[src/rtl/cpu_pkg.sv]
// Shared fetch-stage definitions: FSM state encoding, NOP encoding, opcodes.
// Latency: n/a (declarations only).
// Backpressure: n/a.
package cpu_pkg;

  typedef enum logic [1:0] {
    S_REQ   = 2'd0,
    S_WAIT  = 2'd1,
    S_VALID = 2'd2,
    S_HALT  = 2'd3
  } fetch_state_t;

  // addi x0, x0, 0
  localparam logic [31:0] NOP_INSTR = 32'h0000_0013;

  localparam logic [6:0] OP_JAL    = 7'b1101111;
  localparam logic [6:0] OP_JALR   = 7'b1100111;
  localparam logic [6:0] OP_BRANCH = 7'b1100011;

endpackage

[src/rtl/pc_next_calc.sv]
// Next-PC selection (jalr > jal/branch > sequential) plus target alignment check.
// Latency: purely combinational.
// Backpressure: none; the caller decides when next_pc is consumed.
//
// Ports:
//   pc, imm32, rs1_data     : current PC, sign-extended immediate, jalr base
//   jal, jalr, branch_taken : redirect qualifiers for the current instruction
//   next_pc                 : selected next fetch address
//   misaligned              : next_pc[1:0] != 0 (only when INSTR_FETCH_MISALIGN_CHECK_EN)
// Macro INSTR_FETCH_MISALIGN_CHECK_EN: report misalignment instead of
// silently forcing the target onto a word boundary.
module pc_next_calc
  import cpu_pkg::*;
(
  input  logic [31:0] pc,
  input  logic [31:0] imm32,
  input  logic [31:0] rs1_data,
  input  logic        jal,
  input  logic        jalr,
  input  logic        branch_taken,
  output logic [31:0] next_pc,
  output logic        misaligned
);

  logic [31:0] target;

  // All sums wrap modulo 2^32; no overflow indication.
  always_comb begin
    target = pc + 32'd4;
    if (jalr) begin
      target = (rs1_data + imm32) & ~32'h0000_0001;
    end else if (jal || branch_taken) begin
      target = pc + imm32;
    end
  end

`ifdef INSTR_FETCH_MISALIGN_CHECK_EN
  assign next_pc    = target;
  assign misaligned = |target[1:0];
`else
  assign next_pc    = target & ~32'h0000_0003;
  assign misaligned = 1'b0;
`endif

endmodule

[src/rtl/instr_fetch.sv]
// Instruction fetch FSM: request word, wait for memory, present instr until accepted.
// Latency: req -> ready -> valid, min 3 cycles per instruction; timeout reissues the request.
// Backpressure: stall holds instr/pc_out/pc_plus4 in S_VALID; redirects sampled only on accept.
//
// Ports:
//   clk, rst_n                   : clock, async active-low reset
//   imem_req/imem_addr           : one-cycle read strobe and word address
//   imem_ready/imem_rdata        : memory response (honoured only in S_WAIT)
//   instr/instr_valid/pc_out     : fetched instruction and its address
//   pc_plus4                     : link value for jal/jalr
//   stall                        : downstream hold; accept = instr_valid & ~stall
//   branch_taken/jal/jalr/imm32/rs1_data : redirect information for instr
//   misalign_err                 : sticky misaligned-target flag
// Macro INSTR_FETCH_MISALIGN_CHECK_EN: enables misalign_err and the S_HALT trap.
module instr_fetch
  import cpu_pkg::*;
#(
  parameter logic [31:0] RESET_PC     = 32'h0000_0000,
  parameter int          IMEM_TIMEOUT = 15
) (
  input  logic        clk,
  input  logic        rst_n,
  output logic        imem_req,
  output logic [31:0] imem_addr,
  input  logic        imem_ready,
  input  logic [31:0] imem_rdata,
  output logic [31:0] instr,
  output logic        instr_valid,
  output logic [31:0] pc_out,
  output logic [31:0] pc_plus4,
  input  logic        stall,
  input  logic        branch_taken,
  input  logic        jal,
  input  logic        jalr,
  input  logic [31:0] imm32,
  input  logic [31:0] rs1_data,
  output logic        misalign_err
);

  localparam int CNT_W = $clog2(IMEM_TIMEOUT + 1);
  localparam logic [CNT_W-1:0] CNT_LAST = CNT_W'(IMEM_TIMEOUT - 1);

  fetch_state_t     state;
  fetch_state_t     state_nxt;
  logic [31:0]      pc;
  logic [CNT_W-1:0] wait_cnt;
  logic             accept;
  logic             req_c;
  logic [31:0]      next_pc;
  logic             misaligned;

  pc_next_calc u_pc_next_calc (
    .pc           (pc),
    .imm32        (imm32),
    .rs1_data     (rs1_data),
    .jal          (jal),
    .jalr         (jalr),
    .branch_taken (branch_taken),
    .next_pc      (next_pc),
    .misaligned   (misaligned)
  );

  always_comb begin
    state_nxt   = state;
    req_c       = 1'b0;
    instr_valid = 1'b0;
    accept      = 1'b0;
    case (state)
      S_REQ: begin
        req_c     = 1'b1;
        state_nxt = S_WAIT;
      end
      S_WAIT: begin
        if (imem_ready) begin
          state_nxt = S_VALID;
        end else if (wait_cnt == CNT_LAST) begin
          state_nxt = S_REQ;
        end
      end
      S_VALID: begin
        instr_valid = 1'b1;
        if (!stall) begin
          accept    = 1'b1;
          // misaligned is constant 0 unless the check is compiled in,
          // which leaves S_HALT unreachable in the default build.
          state_nxt = misaligned ? S_HALT : S_REQ;
        end
      end
      S_HALT: begin
        state_nxt = S_HALT;
      end
      default: begin
        state_nxt = S_REQ;
      end
    endcase
  end

  // Gate with rst_n so the strobe stays low while reset is held even though
  // the state register already sits in S_REQ.
  assign imem_req  = req_c & rst_n;
  assign imem_addr = pc;
  assign pc_out    = pc;
  assign pc_plus4  = pc + 32'd4;

  always_ff @(posedge clk or negedge rst_n) begin
    if (!rst_n) begin
      state    <= S_REQ;
      pc       <= RESET_PC;
      instr    <= NOP_INSTR;
      wait_cnt <= '0;
    end else begin
      state <= state_nxt;
      // S_REQ is the only way into S_WAIT, so clearing here restarts the
      // timeout on every fresh wait.
      if (state == S_REQ) begin
        wait_cnt <= '0;
      end else if (state == S_WAIT) begin
        wait_cnt <= wait_cnt + 1'b1;
      end
      if (state == S_WAIT && imem_ready) begin
        instr <= imem_rdata;
      end
      if (accept && !misaligned) begin
        pc <= next_pc;
      end
    end
  end

`ifdef INSTR_FETCH_MISALIGN_CHECK_EN
  always_ff @(posedge clk or negedge rst_n) begin
    if (!rst_n) begin
      misalign_err <= 1'b0;
    end else if (accept && misaligned) begin
      misalign_err <= 1'b1;
    end
  end
`else
  assign misalign_err = 1'b0;
`endif

endmodule

[config.mk]
export PLATFORM = sky130hd
export DESIGN_NAME = instr_fetch
export DESIGN_NICKNAME = d
export VERILOG_FILES = /design/src/rtl/cpu_pkg.sv /design/src/rtl/pc_next_calc.sv /design/src/rtl/instr_fetch.sv
export SDC_FILE = /design/constraint.sdc
export NUM_CORES = 1
export LEC_CHECK = 0
export CORE_ASPECT_RATIO = 1.75
export CORE_MARGIN = 10
export CORE_UTILIZATION = 40
export DETAILED_ROUTE_END_ITERATION = 16
export MAX_ROUTING_LAYER = met4
export PLACE_DENSITY = 0.71
export SYNTH_ARGS = -nofsm -noshare
export SYNTH_HDL_FRONTEND = slang
export SYNTH_HIERARCHICAL = 1
export SYNTH_SLANG_ARGS = --single-unit
[constraint.sdc]
create_clock -name clk -period 3.05 [get_ports clk]
set_input_delay 0.305 -clock clk [delete_from_list [all_inputs] [get_ports clk]]
set_output_delay 0.305 -clock clk [all_outputs]
set_load 0.01 [all_outputs]
# Word-level counts from Yosys, hierarchy flattened
# Index checks and enable logic that the tools add are counted.
dict set report word_totals {
  reg_bits 68
  elab_cells 32
  out_inout_bits 131
  in_bits 103
}
dict set report op_classes {
  n_eq_ne 6
  reduce_logical 5
  muxes 12
  add_sub_neg 4
  bitwise 1
}
# cell n
set ops {}
lappend ops {{$add 32x32->32} 2}
lappend ops {{$mux 32} 2}
lappend ops {{$add 32x3->32 const B} 1}
lappend ops {{$mux 4} 2}
lappend ops {{$pmux 2 s4} 1}
lappend ops {{$mux 2} 3}
lappend ops {{$add 4x1->4 const B} 1}
lappend ops {{$eq 2x2->1 const B} 2}
lappend ops {{$eq 4x4->1 const B} 1}
lappend ops {{$mux 1} 4}
lappend ops {{$ne 3x3->1 const B} 1}
lappend ops {{$eq 2x1->1 const B} 1}
lappend ops {{$logic_not 2->1} 1}
lappend ops {{$ne 2x2->1 const B} 1}
lappend ops {{$reduce_and 2->1} 1}
lappend ops {{$reduce_bool 2->1} 1}
lappend ops {{$and 1x1->1} 1}
lappend ops {{$logic_and 1x1->1} 1}
lappend ops {{$logic_or 1x1->1} 1}

# Depth between registers and ports, before layout
# Gate-level depths: netlist (run 1).
dict set report logic_depth {
  word_depth 4
  ltp_mapped 13
  depth_no_buf 12
}

# Modules after synthesis
# The synthesis (run 1) kept the hierarchy.
# mod cells_per_inst seq_area_each_um2 area_each_um2 n_inst
set by_module_without_submodules {}
lappend by_module_without_submodules {pc_next_calc 528 0.0 3696.0 1}
lappend by_module_without_submodules {instr_fetch 286 1755.4 3530.9 1}

# Worst setup path before layout (run 1)
# OpenSTA, ideal clock, no wires.
dict set report synth_path {
  path_kind {flip-flop to flip-flop}
  startpoint {reg pc[5] (netlist: imem_addr[5])}
  endpoint {reg pc[24] (netlist: imem_addr[24])}
  required_time_ns 2.925
  arrival_ns 3.002
  stages_incl_launch_ff 13
  setup_slack_ns -0.077
  n_path_buf 0
  setup_time_ns 0.125
  path_cell_list {dfrtp_1 ha_1 a21oi_1 o21ai_0 o31ai_1 a311oi_1 or2_2 a211oi_1 o21bai_1 xor2_1 a211oi_1 a21oi_1 mux2_2}
}
dict set report synth_via {
  elab_chain_len 3
  word_cells_on_any_way 4
  cone_classes {2 x add/sub; 2 x mux}
}
# element line_no
set synth_rtl {}
lappend synth_rtl {{start: declaration} instr_fetch.sv:45} ;# logic [31:0] pc;
lappend synth_rtl {{start signal: assignment} instr_fetch.sv:124} ;# pc <= next_pc;
lappend synth_rtl {{$add 32x3->32 or $add 32x32->32 (tied branches)} {pc_next_calc.sv:29, pc_next_calc.sv:33}}
lappend synth_rtl {{$mux 32 *} pc_next_calc.sv:32} ;# end else if (jal || branch_taken) begin
lappend synth_rtl {{$mux 32 *} pc_next_calc.sv:30} ;# if (jalr) begin
lappend synth_rtl {{named net next_pc[24]} instr_fetch.sv:49} ;# logic [31:0] next_pc;
# Mark *: on every way through the listed nets, which the timed path passes. The rest lies on a longest branch.
# A chain may end at the register's enable or synchronous reset.

# Worst setup path after layout (run 1)
dict set report layout_path {
  startpoint {in imm32[5]}
  endpoint {reg pc[27] (netlist: imem_addr[27])}
}
dict set report layout_via {
  elab_chain_len 3
  word_cells_on_any_way 4
  cone_classes {2 x add/sub; 2 x mux}
}
# element line_no
set layout_rtl {}
lappend layout_rtl {{start: declaration} instr_fetch.sv:35} ;# input logic [31:0] imm32,
lappend layout_rtl {{$add 32x32->32} pc_next_calc.sv:33} ;# target = pc + imm32;
lappend layout_rtl {{$mux 32} pc_next_calc.sv:32}
lappend layout_rtl {{$mux 32 *} pc_next_calc.sv:30}
lappend layout_rtl {{named net next_pc[27]} instr_fetch.sv:49}
# Marks and branches as above.

==> results of run 1 <==
-- cell usage in the layout, fill, tap and decap left out, types with 9 or more instances in the layout --
| master | count |
|---|---|
| sky130_fd_sc_hd__clkdlybuf4s50_1 | 214 |
| sky130_fd_sc_hd__nand3_1 | 29 |
| sky130_fd_sc_hd__nor2_1 | 46 |
| sky130_fd_sc_hd__ha_4 | 12 |
| sky130_fd_sc_hd__and2_1 | 10 |
| sky130_fd_sc_hd__ha_1 | 51 |
| sky130_fd_sc_hd__mux2_2 | 59 |
| sky130_fd_sc_hd__nor3_1 | 18 |
| sky130_fd_sc_hd__buf_4 | 132 |
| sky130_fd_sc_hd__xor2_1 | 43 |
| sky130_fd_sc_hd__o21ai_0 | 24 |
| sky130_fd_sc_hd__a21oi_1 | 60 |
| sky130_fd_sc_hd__a21o_1 | 30 |
| sky130_fd_sc_hd__and3_1 | 11 |
| sky130_fd_sc_hd__xnor2_1 | 58 |
| sky130_fd_sc_hd__inv_1 | 21 |
| sky130_fd_sc_hd__dfrtp_1 | 66 |
| sky130_fd_sc_hd__nand4_1 | 14 |
| sky130_fd_sc_hd__clkbuf_16 | 9 |
| sky130_fd_sc_hd__a211oi_1 | 12 |
| sky130_fd_sc_hd__nand2_1 | 52 |
-- cells by family after synthesis --
| kind of cell | Yosys count | share of synthesized area (%) |
|---|---|---|
| multiplexers | 67 | 10.4 |
| AND/OR/NAND/NOR | 231 | 16.9 |
| XOR/XNOR | 102 | 12.4 |
| flip-flops | 70 | 24.3 |
| buffers and inverters | 84 | 6.54 |
| other | 2 | 0.104 |
| adder cells (fa/ha/maj) | 64 | 11.1 |
| AO/OA/AOI/OAI | 194 | 18.4 |
-- worst max-delay path by stage --
| stage | startpoint | to |
|---|---|---|
| detailed placement | rs1_data[1] | imem_addr[28]$_DFFE_PN0P_ |
| CTS | rs1_data[4] | imem_addr[28]$_DFFE_PN0P_ |
| floorplan | imem_addr[2]$_DFFE_PN0P_ | imem_addr[28]$_DFFE_PN0P_ |
| global route | imm32[5] | imem_addr[28]$_DFFE_PN0P_ |
| finish | imm32[5] | imem_addr[27]$_DFFE_PN0P_ |
| global placement | rs1_data[1] | imem_addr[28]$_DFFE_PN0P_ |
-- cells in the mapped netlist (all sizes together), types with 4 or more instances --
master / number / area [um^2]
buf: 47 / 334
xor2: 43 / 377
a211oi: 14 / 105
or3: 7 / 43.8
a31oi: 5 / 61.3
mux2i: 4 / 40.0
xnor2: 59 / 517
a311oi: 6 / 52.6
dfrtp: 67 / 1680
a21oi: 69 / 364
a22oi: 4 / 35.0
o21ai: 31 / 155
clkbuf: 16 / 60.1
nand2b: 7 / 43.8
and3: 13 / 81.3
nand4: 16 / 121
o21bai: 4 / 30.0
o21a: 4 / 30.0
inv: 21 / 78.8
or2: 7 / 43.8
and4: 7 / 61.3
mux2: 63 / 709
nand3: 30 / 150
nand2: 52 / 195
ha: 64 / 801
a21o: 30 / 225
nor3: 18 / 90.1
and2: 10 / 62.6
nor2b: 8 / 50.1
nor2: 47 / 176
-- cell type report --
| cell class | count | area [um^2] | share of cell area, % |
|---|---|---|---|
| clock buffer | 10 | 239 | 2.15 |
| inverter | 21 | 78.8 | 0.710 |
| tap | 234 | 293 | 2.64 |
| multi-input combinational | 662 | 5330 | 48.0 |
| clock inverter | 6 | 68.8 | 0.620 |
| timing repair buffer | 366 | 3340 | 30.1 |
| sequential | 70 | 1760 | 15.8 |
-- sequential cells by signal (all words and copies together) (netlist names) --
name       cells
state          2
wait_cnt       4
imem_addr     32
instr         32
-- layer usage --
layer / global-route usage (%) / wire [um]
met1: 20.8 / 9290
met2: 38.1 / 13300
met3: 5.59 / 1720
met4: 8.20 / 732
met5: - / 0
-- repair_timing --
item                                   in CTS  in global routing
hold buffers                                1                  0
endpoints found under the hold margin      11                  0
setup endpoints to repair                  18                 18
pin swaps                                  25                 18
buffers inserted                            5                  4
resized for setup                          35                 36
-- through the flow --
step	worst slack [ns]	setup TNS (ns)	std cells	utilization [%]	instance area, um^2
after global routing	-0.0759	-0.198	1369	62.1	11100
after floorplan	0.0142	0	816	-	7240
after global placement	-0.606	-8.65	1343	58.0	10400
after detailed placement	-0.653	-9.30	1343	58.0	10400
final	0.0490	0	1369	62.1	11100
after CTS	0.00582	0	1365	61.0	10900
-- power groups by stage --
| stage | Clock (mW) | Sequential, mW | Combinational [mW] |
|---|---|---|---|
| after global routing | 1.17 | 1.78 | 7.56 |
| after global placement | 0 | 1.68 | 6.60 |
| after floorplan | 0 | 2.15 | 3.17 |
| after detailed placement | 0 | 1.71 | 6.65 |
| final | 1.12 | 1.72 | 6.96 |
| after CTS | 1.14 | 1.71 | 6.85 |
==> qor.txt, run 1 <==
==============================================================================
Cells along the critical path                                     clkdlybuf4s15_1, ha_1, a21o_1, a21o_1, a41o_1, a221o_2, buf_6, a31oi_4, o31ai_4, a21o_1, a21oi_2, xnor2_1, a21oi_1, mux2_2
Chip Width                                                              122 um
DRC                                                                          0
Final worst hold slack                                                0.339 ns
Sum of buffers and inverters on the critical path                            2
Worst path depth                                                            14
Fraction of power spent switching nets                                   40.3%
Number of nets in the layout                                              1297
Diode insertion count for antenna repair                                     0
Power per standard cell area                                       881 mW/mm^2
Clock net sink count                                                        70
Number of primary I/O pins                                                 234
Relative contribution of combinational cells to total power              71.0%
RSZ-0062 raised after global routing                                      true
Type of element capturing the critical path                               flop
Tcrit/Tclk final                                                         98.4%
First-pass GRT wire length                                            39500 um
Reg-to-Reg End                                                    imem_addr[28]$_DFFE_PN0P_
DRC marker count from the first detailed-route iteration                   267
Internal power summed over all cells                                   5.84 mW
Final-report setup violation count                                           0
Remaining max-slew budget at the tightest pin                            44.0%
Post-synth ARST share                                                     100%
Detailed-route vias per instance                                          5.35
CP top delay family                                               compound AO/OA/AOI/OAI gates
Sequential Power Share                                                   17.6%
Arr. time, crit path                                                   3.24 ns
Global-route congestion overflow total                                       0
Result of the run                                                    completed
Number of placement rows                                                    65
Switching power of the nets                                            3.95 mW
Filler Cell Count                                                         1576
Total iterations of the first detailed-routing run                           4
Highest clock frequency the design can meet                            333 MHz
Worst vdd ir                                                          0.577 mV
Largest net degree at the start of global routing                           60
Die height                                                              198 um
Ys flop type                                                      sky130_fd_sc_hd__dfrtp_1
Post-synthesis average cell area                                     8.88 um^2
Clock Tree Buf Depth                                                         2
Area inside the core boundary                                      0.0179 mm^2
Wire length per cell                                                   18.3 um
Post-synthesis cell count                                                  814
Total power after layout                                               9.79 mW
H-tree depth                                                                 3
Fraction of layout instances using a drive strength above 1              24.7%
Clk slew on worst S/H paths                                            0.07 ns
Most common cell on crit path                                     sky130_fd_sc_hd__a21o_1
Startpoint of the worst register-to-register path                 imem_addr[1]$_DFFE_PN0P_
Inserted Clock Buffers                                                       9
Slowest stage delay, CP                                                0.43 ns
Slowest cell on the critical path                                 sky130_fd_sc_hd__a221o_2
Relative contribution of the clock network to total power                11.4%
Skew final                                                          0.00878 ns
Synthesis warning total                                                      6
Share of synthesized area occupied by flip-flops and latches             24.3%
Yosys reg bits                                                              70
Startpoint-to-endpoint class of the critical path                       in2reg
Count of flip-flops with a built-in enable after synthesis                   0
Initial Util                                                             40.4%
Final hold vios                                                              0
TritonCTS clock tree                                                       yes
Detailed Route WL                                                     25000 um
Post-route minimum period                                              3.00 ns
Minimum setup slack among reg-to-reg paths                             0.11 ns
Global Route Usage Sum                                                   21.0%
Insertion delay of the later-clocked pin in the worst-skew pair        0.35 ns
Initial antenna violation count                                              0
Data required time at the worst endpoint                               3.29 ns
PortBufs                                                                   232
Max-cap violations                                                           0
Kind of start point of the critical path                          primary input
Routability-driven placement congestion ratio                            0.889
Cell depth of the worst flop-to-flop path                                   12
Number of unique standard cell types used by synthesis                      66
Total count of max-transition violations in the final report                 0
Transition time at the pin with the least slew margin                 0.840 ns
Vias in the first global route                                            7806
Total standard cell area after synthesis                          0.00723 mm^2
Post-detailed-route count of antenna-violating nets                          0
Area enclosed by the die boundary                                  0.0241 mm^2
Worst-path fanout max                                                        4
Via count                                                                 7322
Relative area change from synthesis to final layout                      53.7%
Standby leakage power                                                  4.90 nW
Clock root buffer                                                 sky130_fd_sc_hd__clkbuf_16
Worst hold-check path type                                            in2async
Detailed Place HPWL                                                   19600 um
==============================================================================
(Power assumes the default switching activity.)
==> inputs of run 2 (changes only) <==
--- a/config.mk
+++ b/config.mk
@@ -13,5 +13,4 @@
 export PLACE_DENSITY = 0.71
 export SYNTH_ARGS = -nofsm -noshare
 export SYNTH_HDL_FRONTEND = slang
-export SYNTH_HIERARCHICAL = 1
 export SYNTH_SLANG_ARGS = --single-unit
==> constraint.sdc (replaced) <==
create_clock -name clk -period 2.6 [get_ports clk]
set_input_delay 0.52 -clock clk [delete_from_list [all_inputs] [get_ports clk]]
set_output_delay 0.52 -clock clk [all_outputs]
set_load 0.01 [all_outputs]
==> run 2 against run 1 <==
The run now ends with negative setup slack left. Count of clock-buffer cells in the layout shrank 1. Synthesized cell count grew 4.2%. Sequential power grew 12%. Register-to-register slack lost 0.14 ns. Routed wire length grew 30%. First-iteration DRC count grew 100%. Flip-flop and latch count shrank 2. Sequential share of layout area shrank 2.6 points. Core utilization grew 12 points. Clock skew grew 0.0011 ns. Worst hold slack gained 0.080 ns. Area after synthesis shrank 2.2%. Critical path type is now reg2out. Critical endpoint is now pc_plus4[29]. Largest cell class unchanged. Largest power group unchanged. Highest routed layer unchanged.
==> qor.txt, run 2 <==
=================================================================================
Result of the run                                                    finished, violations left
Violated checks                                                      negative setup slack
Relative area change from synthesis to final layout                         82.5%
Die height                                                                 196 um
Total standard cell area after synthesis                             0.00707 mm^2
Ranking of synthesized cells by area                                 sky130_fd_sc_hd__dfrtp_1 23%, sky130_fd_sc_hd__ha_1 12%, sky130_fd_sc_hd__xnor2_1 5.7%
Post-route minimum period                                                 2.71 ns
Fraction of layout instances using a drive strength above 1                 41.2%
Largest register by flop count                                              instr
Area enclosed by the die boundary                                     0.0236 mm^2
Highest clock frequency the design can meet                               370 MHz
H-tree depth                                                                    3
Share of synthesized area occupied by flip-flops and latches                24.1%
Detailed Place HPWL                                                      24700 um
Clock net sink count                                                           68
Post-synthesis cell count                                                     848
Post-synthesis average cell area                                        8.34 um^2
Arr. time, crit path                                                      2.19 ns
Skew final                                                             0.00988 ns
Area inside the core boundary                                         0.0175 mm^2
Number of placement rows                                                       64
Largest net degree at the start of global routing                              69
Total iterations of the first detailed-routing run                              5
Via count                                                                    8765
Vias in the first global route                                               9218
Wire length per cell                                                      20.9 um
Inserted Clock Buffers                                                          9
Detailed-route vias per instance                                             5.61
Synthesis warning total                                                         0
Largest register FFs                                                           32
Number of primary I/O pins                                                    234
Cell depth of the worst flop-to-flop path                                      12
Final Instance Area                                                   0.0129 mm^2
Post-route setup slack                                                  -0.105 ns
Global-route congestion overflow total                                          0
RSZ-0062 raised after global routing                                         true
Final-report setup violation count                                             10
Type of element capturing the critical path                          primary output
Cell with the most instances after synthesis                         sky130_fd_sc_hd__nand2_1
Post-synth ARST share                                                        100%
PortBufs                                                                      226
Setup Slack @ Placement                                                 -0.729 ns
Number of nets in the layout                                                 1496
Number of buffers added to fix hold violations after cts                        0
Total count of max-transition violations in the final report                    0
Kind of start point of the critical path                                     flop
Post-detailed-route count of antenna-violating nets                             0
Minimum setup slack among reg-to-reg paths                               -0.03 ns
TritonCTS clock tree                                                          yes
Number of unique standard cell types used by synthesis                         72
Reg-to-Reg End                                                       imem_addr[24]$_DFFE_PN0P_
Count of flip-flops with a built-in enable after synthesis                      0
Global Route Usage Sum                                                      25.8%
Clock root buffer                                                    sky130_fd_sc_hd__clkbuf_16
Cell area after placement                                             0.0112 mm^2
Final hold vios                                                                 0
Worst hold-check path type                                               in2async
Top cell types by occurrence after synthesis                         76 x sky130_fd_sc_hd__nand2_1, 70 x sky130_fd_sc_hd__a21oi_1, 67 x sky130_fd_sc_hd__ha_1
Startpoint-to-endpoint class of the critical path                         reg2out
Data required time at the worst endpoint                                  2.08 ns
Yosys reg bits                                                                 68
Startpoint of the worst register-to-register path                    imem_addr[2]$_DFFE_PN0P_
Initial Util                                                                40.5%
Remaining max-slew budget at the tightest pin                               37.4%
Filler Cell Count                                                            1285
Power per standard cell area                                         1020 mW/mm^2
Transition time at the pin with the least slew margin                    0.938 ns
Worst-path fanout max                                                           2
End-of-flow core utilization                                                73.9%
First-pass GRT wire length                                               47400 um
Tcrit/Tclk final                                                             104%
Clock Tree Buf Depth                                                            2
Worst vdd ir                                                             0.636 mV
Standby leakage power                                                     5.86 nW
Leading cell types in the layout, fill and taps excluded             290 x sky130_fd_sc_hd__buf_4, 168 x sky130_fd_sc_hd__clkdlybuf4s50_1, 70 x sky130_fd_sc_hd__nand2_1, 63 x sky130_fd_sc_hd__dfrtp_1
Routability-driven placement congestion ratio                               0.977
Max-cap violations                                                              0
DRC                                                                             0
Area share of the largest cell type after synthesis                         23.0%
Library cell occupying the most area in the post-synthesis netlist   sky130_fd_sc_hd__dfrtp_1
Chip Width                                                                 120 um
Clk slew on worst S/H paths                                               0.07 ns
Detailed Route WL                                                        32600 um
Insertion delay of the later-clocked pin in the worst-skew pair           0.34 ns
DRC marker count from the first detailed-route iteration                      547
Initial antenna violation count                                                 0
Diode insertion count for antenna repair                                        0
Ys flop type                                                         sky130_fd_sc_hd__dfrtp_1
Most common cell after layout, fill and taps aside                   sky130_fd_sc_hd__buf_4
=================================================================================
==> run 2: cell types whose count changed after synthesis, moves of 12 or more <==
cell,change
sky130_fd_sc_hd__xor2_1,-14
sky130_fd_sc_hd__o21ai_0,+14
sky130_fd_sc_hd__nor2_1,+14
sky130_fd_sc_hd__nand2_1,+24
sky130_fd_sc_hd__mux2_2,-29
sky130_fd_sc_hd__xnor2_1,-13
sky130_fd_sc_hd__a31oi_1,+12
==> run 2: cell type report <==
| class | instances | area (um^2) | area share (%) |
|---|---|---|---|
| Multi-Input combinational cell | 695 | 5980 | 46.4 |
| Timing Repair Buffer | 529 | 4510 | 35.0 |
| Sequential cell | 68 | 1710 | 13.2 |
| Tap cell | 231 | 289 | 2.24 |
| Clock buffer | 9 | 225 | 1.75 |
| Clock inverter | 7 | 98.8 | 0.766 |
| Inverter | 22 | 82.6 | 0.640 |
==> run 2: cells by family (layout without fill, tap and decap cells) <==
group / count (synthesis) / after routing / synth area share [%]
flip-flops: 68 / 68 / 24.1
AO/OA/AOI/OAI: 237 / 237 / 22.3
multiplexers: 45 / 45 / 6.97
other: 1 / 7 / 0.0530
buffers and inverters: 91 / 567 / 6.83
AND/OR/NAND/NOR: 263 / 263 / 18.3
adder cells (fa/ha/maj): 68 / 68 / 12.1
XOR/XNOR: 75 / 75 / 9.29
==> run 2: repair_timing <==
action	in CTS	in global routing
pin swaps	70	79
resized for setup	214	127
buffers inserted	35	17
setup endpoints to repair	48	48
hold endpoints to repair	0	0
==> run 2: power breakdown <==
| group | internal (mW) | total (mW) | leakage (nW) | switching [mW] |
|---|---|---|---|---|
| sequential | 1.59 | 1.92 | 0.811 | 0.327 |
| clock | 0.845 | 1.36 | 0.156 | 0.513 |
| combinational | 5.17 | 9.82 | 4.89 | 4.65 |
| total | 7.61 | 13.1 | 5.86 | 5.49 |
==> run 2: metal layers <==
metal	part of all wire [%]	up-vias	wire length (um)	GRT usage [%]
met1	34	4244	11100	23.9
met5	0	-	0	-
met3	4.9	120	1580	3.19
met2	54	376	17600	48.1
met4	6.9	0	2240	17.1
li1	-	4025	-	-
==> run 2: through the flow <==
| stage | hold slack (ns) | total power [mW] | cells | TNS [ns] |
|---|---|---|---|---|
| finish | 0.419 | 13.1 | 1561 | -0.501 |
| floorplan | 0.224 | 6.17 | 854 | -0.00823 |
| detailed placement | 0.491 | 10.6 | 1499 | -16.78 |
| CTS | 0.447 | 12.4 | 1548 | -1.03 |
| global route | 0.497 | 13.9 | 1561 | -2.05 |
| global placement | 0.486 | 10.4 | 1499 | -15.85 |
==> run 2: worst max-delay path, stage by stage (launching register included) <==
cell and delay (ns):
sky130_fd_sc_hd__dfrtp_1 0.37, sky130_fd_sc_hd__and4_4 0.25, sky130_fd_sc_hd__nor4b_4 0.28, sky130_fd_sc_hd__nand2_2 0.14, sky130_fd_sc_hd__or3_4 0.38, sky130_fd_sc_hd__nor2_4 0.10, sky130_fd_sc_hd__xor2_1 0.16, sky130_fd_sc_hd__buf_2 0.17
==> run 2: how the worst max path moves through the flow <==
stage,end,slack [ns],cells after the start,startpoint
floorplan,imem_addr[22]$_DFFE_PN0P_,-0.008,9,rs1_data[1]
global placement,imem_addr[24]$_DFFE_PN0P_,-0.70,11,imm32[2]
detailed placement,imem_addr[28]$_DFFE_PN0P_,-0.73,12,imm32[2]
CTS,pc_plus4[31],-0.18,7,imem_addr[12]$_DFFE_PN0P_
global route,pc_plus4[29],-0.17,7,imem_addr[10]$_DFFE_PN0P_
finish,pc_plus4[29],-0.11,7,imem_addr[10]$_DFFE_PN0P_
==> inputs of run 3 (changes only) <==
--- a/config.mk
+++ b/config.mk
@@ -14,3 +14,4 @@
 export SYNTH_ARGS = -nofsm -noshare
 export SYNTH_HDL_FRONTEND = slang
 export SYNTH_SLANG_ARGS = --single-unit
+export TNS_END_PERCENT = 30
==> run 3 against run 2 <==
The flow still finishes with violations (negative setup slack). Global-route usage fell by 0.53 points. Clock power is essentially flat. Design area decreased by 2.0%. Total power down 2.1%. Worst hold slack lost 0.0030 ns. Register-to-register slack worse by 0.15 ns. Count of clock-buffer cells in the layout is the same. Sequential share of layout area rose by 0.26 points. Worst setup slack got worse by 0.078 ns.
==> qor.txt, run 3 (synthesized netlist as in run 2, its figures left out) <==
==============================================================================
Result of the run                                                 finished, violations left
Violated checks                                                   negative setup slack
Number of primary I/O pins                                                 234
Via count                                                                 8642
Initial antenna violation count                                              0
Data required time at the worst endpoint                               2.85 ns
Number of placement rows                                                    64
Max-cap violations                                                           0
Detailed Place HPWL                                                   24700 um
Chip Width                                                              120 um
H-tree depth                                                                 3
Clock net sink count                                                        68
Largest register FFs                                                        32
Global Route Usage Sum                                                   25.3%
Switching power of the nets                                            5.38 mW
Highest clock frequency the design can meet                            359 MHz
Final Instance Area                                                0.0126 mm^2
RSZ-0062 raised after global routing                                      true
Clk slew on worst S/H paths                                            0.07 ns
Fraction of power spent switching nets                                   41.9%
Area inside the core boundary                                      0.0175 mm^2
Detailed Route WL                                                     31800 um
Insertion delay of the later-clocked pin in the worst-skew pair        0.35 ns
Diode insertion count for antenna repair                                     0
Fraction of layout instances using a drive strength above 1              38.9%
Standby leakage power                                                  5.81 nW
Detailed-route vias per instance                                          5.61
DRC marker count from the first detailed-route iteration                   419
Skew final                                                           0.0141 ns
Minimum setup slack among reg-to-reg paths                            -0.18 ns
Sequential Power Share                                                   14.9%
Reg-to-Reg End                                                    imem_addr[22]$_DFFE_PN0P_
Final-report setup violation count                                          23
DRC                                                                          0
Post-route setup slack                                               -0.183 ns
Worst hold-check path type                                            in2async
Relative contribution of combinational cells to total power              74.5%
Total iterations of the first detailed-routing run                           5
Internal power summed over all cells                                   7.45 mW
Tcrit/Tclk final                                                          107%
Startpoint of the worst register-to-register path                 imem_addr[3]$_DFFE_PN0P_
Clock root buffer                                                 sky130_fd_sc_hd__clkbuf_16
Kind of start point of the critical path                                  flop
Total count of max-transition violations in the final report                 0
Startpoint-to-endpoint class of the critical path                      reg2reg
Total power after layout                                               12.8 mW
Cell area after placement                                          0.0112 mm^2
Arr. time, crit path                                                   3.03 ns
Leading cell types in the layout, fill and taps excluded          272 x sky130_fd_sc_hd__buf_4, 175 x sky130_fd_sc_hd__clkdlybuf4s50_1, 73 x sky130_fd_sc_hd__nand2_1, 64 x sky130_fd_sc_hd__dfrtp_1, 54 x sky130_fd_sc_hd__nor2_1
Cell depth of the worst flop-to-flop path                                   12
Routability-driven placement congestion ratio                            0.977
Worst-path fanout max                                                        6
First-pass GRT wire length                                            46400 um
Final hold vios                                                              0
TritonCTS clock tree                                                       yes
Largest register by flop count                                           instr
Vias in the first global route                                            8990
Remaining max-slew budget at the tightest pin                            37.7%
Most common cell after layout, fill and taps aside                sky130_fd_sc_hd__buf_4
Global-route congestion overflow total                                       0
Area enclosed by the die boundary                                  0.0236 mm^2
Power per standard cell area                                      1010 mW/mm^2
Type of element capturing the critical path                               flop
Post-route minimum period                                              2.78 ns
Relative contribution of the clock network to total power                10.7%
Initial Util                                                             40.5%
Transition time at the pin with the least slew margin                 0.935 ns
Wire length per cell                                                   20.6 um
Post-detailed-route count of antenna-violating nets                          0
Largest net degree at the start of global routing                           69
Clock Tree Buf Depth                                                         2
PortBufs                                                                   226
Number of nets in the layout                                              1476
Worst vdd ir                                                          0.631 mV
Relative area change from synthesis to final layout                      78.8%
Die height                                                              196 um
Inserted Clock Buffers                                                       9
==============================================================================
==> run 3: changes by cell type in the layout (fill, tap and decap cells not counted), moves of 3 or more <==
cell / before / now
sky130_fd_sc_hd__dlymetal6s2s_1: 12 / 21
sky130_fd_sc_hd__buf_4: 290 / 272
sky130_fd_sc_hd__nor2_1: 51 / 54
sky130_fd_sc_hd__dlygate4sd2_1: 19 / 3
sky130_fd_sc_hd__nor2_2: 5 / 1
sky130_fd_sc_hd__nand2_1: 70 / 73
sky130_fd_sc_hd__buf_6: 18 / 15
sky130_fd_sc_hd__nand2_2: 6 / 3
sky130_fd_sc_hd__ha_4: 24 / 20
sky130_fd_sc_hd__clkdlybuf4s50_1: 168 / 175
sky130_fd_sc_hd__clkbuf_2: 2 / 5
sky130_fd_sc_hd__ha_1: 42 / 46
sky130_fd_sc_hd__o21ai_1: 10 / 13
==> run 3: critical path, cell delays in order (launching register included) <==
cell and delay (ns):
sky130_fd_sc_hd__dfrtp_1 0.43, sky130_fd_sc_hd__buf_4 0.16, sky130_fd_sc_hd__buf_6 0.13, sky130_fd_sc_hd__fa_2 0.41, sky130_fd_sc_hd__a21oi_2 0.17, sky130_fd_sc_hd__o21ai_1 0.10
sky130_fd_sc_hd__a21o_1 0.24, sky130_fd_sc_hd__a211oi_4 0.35, sky130_fd_sc_hd__buf_4 0.18, sky130_fd_sc_hd__nor2_1 0.05, sky130_fd_sc_hd__xnor2_1 0.11, sky130_fd_sc_hd__buf_4 0.15
sky130_fd_sc_hd__a221oi_2 0.22
==> run 3: per-layer routing <==
layer / global-route usage (%) / vias up / share of wire, %
met5: - / - / 0
met4: 14.4 / 0 / 6.2
met3: 3.16 / 111 / 4.5
met2: 47.8 / 365 / 55
met1: 23.6 / 4170 / 35
li1: - / 3996 / -
==> run 3: cell type report <==
class,count,area [um^2]
multi-input combinational,695,5850
clock inverter,7,98.8
inverter,22,82.6
fill,1316,4820
timing repair buffer,509,4390
clock buffer,9,225
sequential,68,1710
tap,231,289
==> run 3: timing repair <==
item | in CTS | in global routing
gates resized for setup | 148 | 156
setup buffers | 15 | 12
pin swaps | 35 | 70
setup endpoints to repair | 48 | 48
hold buffers | 0 | 0
==> run 3: worst max path at each step <==
stage	slack, ns	startpoint	cells after the start	endpoint
after CTS	-0.25	imm32[9]	11	imem_addr[26]$_DFFE_PN0P_
after floorplan	-0.008	rs1_data[1]	9	imem_addr[22]$_DFFE_PN0P_
final	-0.18	imem_addr[3]$_DFFE_PN0P_	12	imem_addr[22]$_DFFE_PN0P_
after detailed placement	-0.73	imm32[2]	12	imem_addr[28]$_DFFE_PN0P_
after global routing	-0.34	imm32[12]	11	imem_addr[24]$_DFFE_PN0P_
after global placement	-0.70	imm32[2]	11	imem_addr[24]$_DFFE_PN0P_
==> run 3: stage by stage <==
step / setup slack, ns / hold WS, ns / util (%) / TNS (ns) / instances
6_report: -0.183 / 0.416 / 72.4 / -1.75 / 1541
3_5_place_dp: -0.729 / 0.491 / 64.4 / -16.78 / 1499
3_3_place_gp: -0.695 / 0.486 / 64.4 / -15.85 / 1499
5_1_grt: -0.338 / 0.491 / 72.4 / -3.85 / 1541
4_1_cts: -0.254 / 0.447 / 68.2 / -4.18 / 1530
2_1_floorplan: -0.00823 / 0.224 / - / -0.00823 / 854
==> run 3: power by group through the flow <==
stage                     Sequential [mW]  Clock, mW  Combinational (mW)
after floorplan                      2.36          0                3.80
after global routing                 1.97       1.42                10.2
final                                1.91       1.37                9.55
after CTS                            1.90       1.38                8.86
after detailed placement             1.91          0                8.65
after global placement               1.89          0                8.55
